[config.mk]
export PLATFORM = sky130hd
export DESIGN_NAME = l1d_prefetcher
export DESIGN_NICKNAME = d
export VERILOG_FILES = /design/src/rtl/l1d_prefetcher.sv
export SDC_FILE = /design/constraint.sdc
export NUM_CORES = 1
export LEC_CHECK = 0
export ABC_AREA = 1
export BUFFER_PORTS_ARGS = -buffer_cell sky130_fd_sc_hd__buf_4
export CORE_AREA = 2 2 239 241
export CTS_BUF_LIST = sky130_fd_sc_hd__clkbuf_4
export CTS_CLUSTER_DIAMETER = 150
export DETAILED_ROUTE_END_ITERATION = 8
export DIE_AREA = 0 0 241 243
export GPL_TIMING_DRIVEN = 0
export PLACE_DENSITY = 0.76
export SKIP_LAST_GASP = 1
export SLEW_MARGIN = 0
export SYNTH_ARGS = -nofsm -noshare
export SYNTH_HDL_FRONTEND = slang
export SYNTH_SLANG_ARGS = --single-unit
[constraint.sdc]
create_clock -name clk -period 6.2 [get_ports clk]
set_input_delay 1.24 -clock clk [delete_from_list [all_inputs] [get_ports clk]]
set_output_delay 1.24 -clock clk [all_outputs]
set_load 0.05 [all_outputs]
[src/rtl/l1d_prefetcher.sv]
// Next-line/stride L1D prefetcher: turns demand misses into line candidates, fetches them from L2
// and fills L1 while it is idle. Define PF_STRIDE_EN to enable stride detection (default: next-line).
module l1d_prefetcher #(
  parameter int QUEUE_DEPTH = 4,
  parameter int DEGREE      = 2,
  parameter int LINE_BYTES  = 32
) (
  input  logic         clk,
  input  logic         reset,
  input  logic         miss_valid,
  input  logic [31:0]  miss_paddr,
  input  logic         l1_busy,
  input  logic         l1_l2_busy,
  output logic         pf_l2_request,
  output logic [31:0]  pf_l2_addr,
  input  logic         pf_l2_done,
  input  logic [255:0] pf_l2_data,
  output logic         prefetch_valid,
  output logic [31:0]  prefetch_addr,
  output logic [255:0] prefetch_data,
  output logic [7:0]   drop_count
);

  // state   | meaning
  // S_IDLE  | no L2 transaction; pop FIFO head when L2 port is free
  // S_REQ   | pf_l2_request held with stable address until pf_l2_done
  // S_DELIVER | line captured; waiting for L1 idle to strobe the fill
  typedef enum logic [1:0] {S_IDLE, S_REQ, S_DELIVER} state_t;

  localparam int          OFF_W     = $clog2(LINE_BYTES);
  localparam int          AW        = $clog2(QUEUE_DEPTH);
  localparam logic [31:0] LINE_MASK = ~(32'(LINE_BYTES) - 32'd1);
  localparam logic [2:0]  DEG       = 3'(DEGREE);

  state_t state, state_nx;
  logic   pop, capture, deliver;

  logic              gen_busy;
  logic [2:0]        gen_k;
  logic [31:0]       gen_base;
  logic signed [7:0] gen_step;
  logic signed [7:0] new_step;

  logic [31:0]            mem [QUEUE_DEPTH];
  logic [QUEUE_DEPTH-1:0] valid;
  logic [AW-1:0]          wr_ptr, rd_ptr;
  logic                   fifo_full, fifo_empty;

  logic [31:0]  step_ext, cand_off, cand;
  logic         page_ok, dup, push, drop;
  logic [255:0] line_buf;

`ifdef PF_STRIDE_EN
  logic [26:0]       last_line;
  logic signed [7:0] last_stride;
  logic [26:0]       miss_line, diff;
  logic              fits8, stride_hit;

  assign miss_line  = miss_paddr[31:5];
  assign diff       = miss_line - last_line;
  // -127..127 only: upper bits all sign, excluding -128
  assign fits8      = (diff[26:7] == '0) || ((diff[26:7] == '1) && (diff[6:0] != 7'd0));
  assign stride_hit = fits8 && (diff != '0) && (diff[7:0] == last_stride);
  assign new_step   = stride_hit ? signed'(diff[7:0]) : 8'sd1;

  always_ff @(posedge clk) begin
    if (reset) begin
      last_line   <= '0;
      last_stride <= '0;
    end else if (miss_valid) begin
      last_line   <= miss_line;
      last_stride <= signed'(diff[7:0]);
    end
  end
`else
  assign new_step = 8'sd1;
`endif

  always_ff @(posedge clk) begin
    if (reset) begin
      gen_busy <= 1'b0;
      gen_k    <= '0;
      gen_base <= '0;
      gen_step <= 8'sd1;
    end else if (miss_valid) begin
      gen_busy <= 1'b1;
      gen_k    <= 3'd1;
      gen_base <= miss_paddr & LINE_MASK;
      gen_step <= new_step;
    end else if (gen_busy) begin
      if (gen_k == DEG) gen_busy <= 1'b0;
      else              gen_k    <= gen_k + 3'd1;
    end
  end

  assign step_ext = {{24{gen_step[7]}}, gen_step};
  assign cand_off = {29'd0, gen_k} * step_ext;
  assign cand     = gen_base + (cand_off << OFF_W);
  assign page_ok  = (cand[31:12] == gen_base[31:12]);

  always_comb begin
    dup = (state != S_IDLE) && (cand == pf_l2_addr);
    for (int i = 0; i < QUEUE_DEPTH; i++)
      if (valid[i] && (mem[i] == cand)) dup = 1'b1;
  end

  assign fifo_full  = &valid;
  assign fifo_empty = ~|valid;
  // full is judged before any same-edge pop
  assign push = gen_busy && page_ok && !dup && !fifo_full;
  assign drop = gen_busy && page_ok && !dup && fifo_full;

  always_ff @(posedge clk) begin
    if (reset) begin
      valid  <= '0;
      wr_ptr <= '0;
      rd_ptr <= '0;
    end else begin
      if (pop) begin
        valid[rd_ptr] <= 1'b0;
        rd_ptr        <= rd_ptr + AW'(1);
      end
      if (push) begin
        mem[wr_ptr]   <= cand;
        valid[wr_ptr] <= 1'b1;
        wr_ptr        <= wr_ptr + AW'(1);
      end
    end
  end

  always_ff @(posedge clk) begin
    if (reset)                             drop_count <= '0;
    else if (drop && (drop_count != 8'hFF)) drop_count <= drop_count + 8'd1;
  end

  always_ff @(posedge clk) begin
    if (reset) state <= S_IDLE;
    else       state <= state_nx;
  end

  always_comb begin
    state_nx = state;
    pop      = 1'b0;
    capture  = 1'b0;
    deliver  = 1'b0;
    case (state)
      S_IDLE:    if (!fifo_empty && !l1_l2_busy) begin pop = 1'b1; state_nx = S_REQ; end
      S_REQ:     if (pf_l2_done) begin capture = 1'b1; state_nx = S_DELIVER; end
      S_DELIVER: if (!l1_busy) begin deliver = 1'b1; state_nx = S_IDLE; end
      default:   state_nx = S_IDLE;
    endcase
  end

  always_ff @(posedge clk) begin
    if (reset) begin
      pf_l2_request  <= 1'b0;
      pf_l2_addr     <= '0;
      line_buf       <= '0;
      prefetch_valid <= 1'b0;
      prefetch_addr  <= '0;
      prefetch_data  <= '0;
    end else begin
      prefetch_valid <= deliver;
      if (pop) begin
        pf_l2_addr    <= mem[rd_ptr];
        pf_l2_request <= 1'b1;
      end
      if (capture) begin
        line_buf      <= pf_l2_data;
        pf_l2_request <= 1'b0;
      end
      if (deliver) begin
        prefetch_addr <= pf_l2_addr;
        prefetch_data <= line_buf;
      end
    end
  end

endmodule

==> reports/metrics.yaml <==
cts_setup_buffers: 0
wl_per_cell_microns: 19.1
irDropWorstVdd_uv: 185
htree_levels: 4
synth.distinct_cells: 45
instances_no_fill: 5528
max_cap_viol_count: 0
ys_seq_area_share_pct: 52.6
dpl-instance-area_sq_um: 35300
p_comb_share_pct: 12.3
fillers: 4993
fin_crit_sh_pct: 73.1
core-area_sq_um: 56000
synth_most_common_cell: "nor2_1"
async_flop_share_pct: 0
reg2reg_from: "gen_k[0]$_SDFFE_PP0P_"
grt_pass1_wl_microns: 157000
dp_hpwl_microns: 79400
clock.fmax_mhz: 221
cts_buffers: 185
slew_viol_final: 0
grt_pass1_vias: 27400
path_clk_slew_ns: 0.07
num_vias: 29300
p_per_area_nw_per_um2: 273
worst_pin_slew_ns: 1.17
setup_tns_ns: 0
reg2reg_slack_ns: 1.67
cp-start-kind: "flip-flop"
worstPathMaxFanout: 14
finClkSkew_ns: 0.0479
die_area_sq_um: 58600
yosys-top-cells-count: "669 x nor2_1, 617 x dfxtp_1, 617 x o21ai_0, 489 x inv_1, 389 x nand2_1"
grt_max_degree: 21
cts_tree: "done"
yosysWarningCount: 0
pre_cts_slack_ns: 1.78
netlist.top_cell.by_area: "dfxtp_1"
via_per_inst: 5.30
final_hold_viol_count: 0
period_minus_slack_ns: 4.53
first_pass_iters: 9
dr.first_iter.drc_count: 2395
endpoint_kind: "flip-flop"
final_cell_area_sq_um: 37600
clock_latency_ns: 1.02
seqPwrFrac_pct: 49.5
maxSlewHeadroom_pct: 21.0
globalRouteOverflowTotal: 0
nNetsFinal: 4942
p_sw_share_pct: 28.6
final_core_util_pct: 67.1
area_growth_pct: 26.7
crit_type: "reg2reg"
gp_congestion: 1.01
worst_slack_ns: 1.67
die_h_microns: 243
start_util_pct: 53.0
dp_cells: 5202
ys_seq_elements: 725
p_sw_mw: 2.93
crit_required_ns: 6.89
setup_viol: 0
hold_class: "in2reg"
remaining_drc_errors: 0
drive_gt1_share_pct: 21.0
die_w_microns: 241
synth_cells: 3825
drt-total-wl_microns: 105000
io_buffers: 608
syn_area_sq_um: 29700
p_clk_share_pct: 38.2
cts_hold_buf: 0
clockRootBuffer: "clkbuf_4"
rsz0062_at_grt: "no"
status: "complete, no violations"
cts_resized: 0
critPathLaunch: "gen_k[0]$_SDFFE_PP0P_"
synthTopCellsByArea: "dfxtp_1 42%, edfxtp_1 11%, o21ai_0 10%, nor2_1 8.5%, inv_1 6.2%"
p_int_mw: 7.31
antenna_found_initial: 20
hold_start: "pf_l2_data[137]"
grt_usage_pct: 35.3
clk_path_buf_depth: 3
leakagePower_nw: 16.6
postRouteAntennaNets: 0
ios: 624
synth-main-ff-cell: "dfxtp_1"
avgSynthCellArea_sq_um: 7.75
synth.top_cell.area_share_pct: 41.7
clkSinkCount: 725
arrival_ns: 5.22
synth-edff-count: 108
core.rowCount: 87
-- cell type report --
cell class / count / area, sq um / area share [%]
Clock buffer: 266 / 2000 / 5.32
Inverter: 501 / 1880 / 5.01
Multi-Input combinational cell: 2380 / 11300 / 30.2
Buffer: 228 / 897 / 2.39
Timing Repair Buffer: 612 / 4670 / 12.4
Sequential cell: 725 / 15600 / 41.5
Tap cell: 756 / 946 / 2.52
Antenna cell: 16 / 40.0 / 0.107
Clock inverter: 44 / 193 / 0.513
-- layer usage --
layer / part of all wire (%) / vias to the layer above / track usage, %
li1: - / 14100 / -
met1: 38 / 13500 / 43.1
met2: 48 / 1440 / 57.1
met3: 10 / 272 / 10.6
met4: 4.0 / 12 / 16.6
met5: 0.085 / - / 0
-- final timing paths --
kind | endpoint | cells past startpoint
setup / recovery | mem[2][23]$_DFFE_PP_ | 20
hold / removal | line_buf[137]$_SDFFE_PP0P_ | 3
setup reg to reg | mem[2][23]$_DFFE_PP_ | 20
hold reg to reg | prefetch_data[92]$_SDFFE_PP0P_ | 2
-- registers in the layout, indices dropped and copies added (netlist names) --
name and flops:
rd_ptr 2, pf_l2_addr 27, wr_ptr 2, valid 4, mem 108, gen_base 27
prefetch_data 256, gen_k 3, prefetch_addr 27, gen_busy 1, pf_l2_request 1, state 2
prefetch_valid 1, line_buf 256, drop_count 8
-- layout by cell type (no fill, tap or decap), types with 5 or more instances in the layout --
cell,n
a211oi_1,36
a21oi_1,363
a221oi_1,10
buf_1,5
buf_4,619
clkbuf_1,212
clkbuf_4,266
clkinv_1,32
conb_1,10
dfxtp_1,617
diode_2,16
edfxtp_1,108
ha_1,14
inv_1,489
inv_2,16
nand2_1,389
nand2_2,33
nand2_4,8
nand3_1,109
nand3_2,8
nand3b_1,11
nand4_1,21
nor2_1,665
nor2_2,7
nor2_4,13
nor3_1,8
o211ai_1,6
o21ai_0,617
o21ai_1,8
o21ai_2,6
xnor2_1,6
xor2_1,10
-- through the flow --
stage / hold WS, ns / total power [mW]
floorplan: 0.444 / 5.88
CTS: 0.360 / 10.3
detailed placement: 0.436 / 6.40
global route: 0.360 / 10.7
finish: 0.444 / 10.2
global placement: 0.432 / 6.38
-- kinds of logic (layout without fill, tap and decap cells) --
| logic type | Yosys count | count (layout) | share of synthesized area [%] |
|---|---|---|---|
| and+or+nand+nor | 1285 | 1285 | 18.4 |
| AOI/OAI and AO/OA | 1054 | 1054 | 18.5 |
| buffers and inverters | 729 | 1651 | 9.37 |
| DFF | 725 | 725 | 52.6 |
| xor gates and xnor gates | 16 | 16 | 0.473 |
| adders and majority gates | 15 | 15 | 0.658 |
| other | 1 | 26 | 0.0126 |
-- power groups by stage --
stage | logic [mW] | clock network (mW) | registers, mW
6_report | 1.26 | 3.91 | 5.07
5_1_grt | 1.36 | 4.21 | 5.08
4_1_cts | 1.24 | 3.95 | 5.06
3_5_place_dp | 1.24 | 0 | 5.17
3_3_place_gp | 1.22 | 0 | 5.17
2_1_floorplan | 0.554 | 0 | 5.32
-- critical path, cell delays in order (launching register included) --
cell     delay [ns]
dfxtp_1        0.35
ha_1           0.27
fa_1           0.81
inv_1          0.21
or2_2          0.31
nand3_1        0.15
nor2_1         0.06
nand2_1        0.06
nor2_1         0.08
nand2_1        0.07
nor2_1         0.04
nand2_1        0.12
nor2_1         0.08
nand3_1        0.07
nor2_1         0.05
nor2_2         0.12
nand2_2        0.07
nor2_4         0.24
nand3_4        0.24
nor2_4         0.56
buf_16         0.23
No activity file was read; power rests on OpenSTA's default activity.
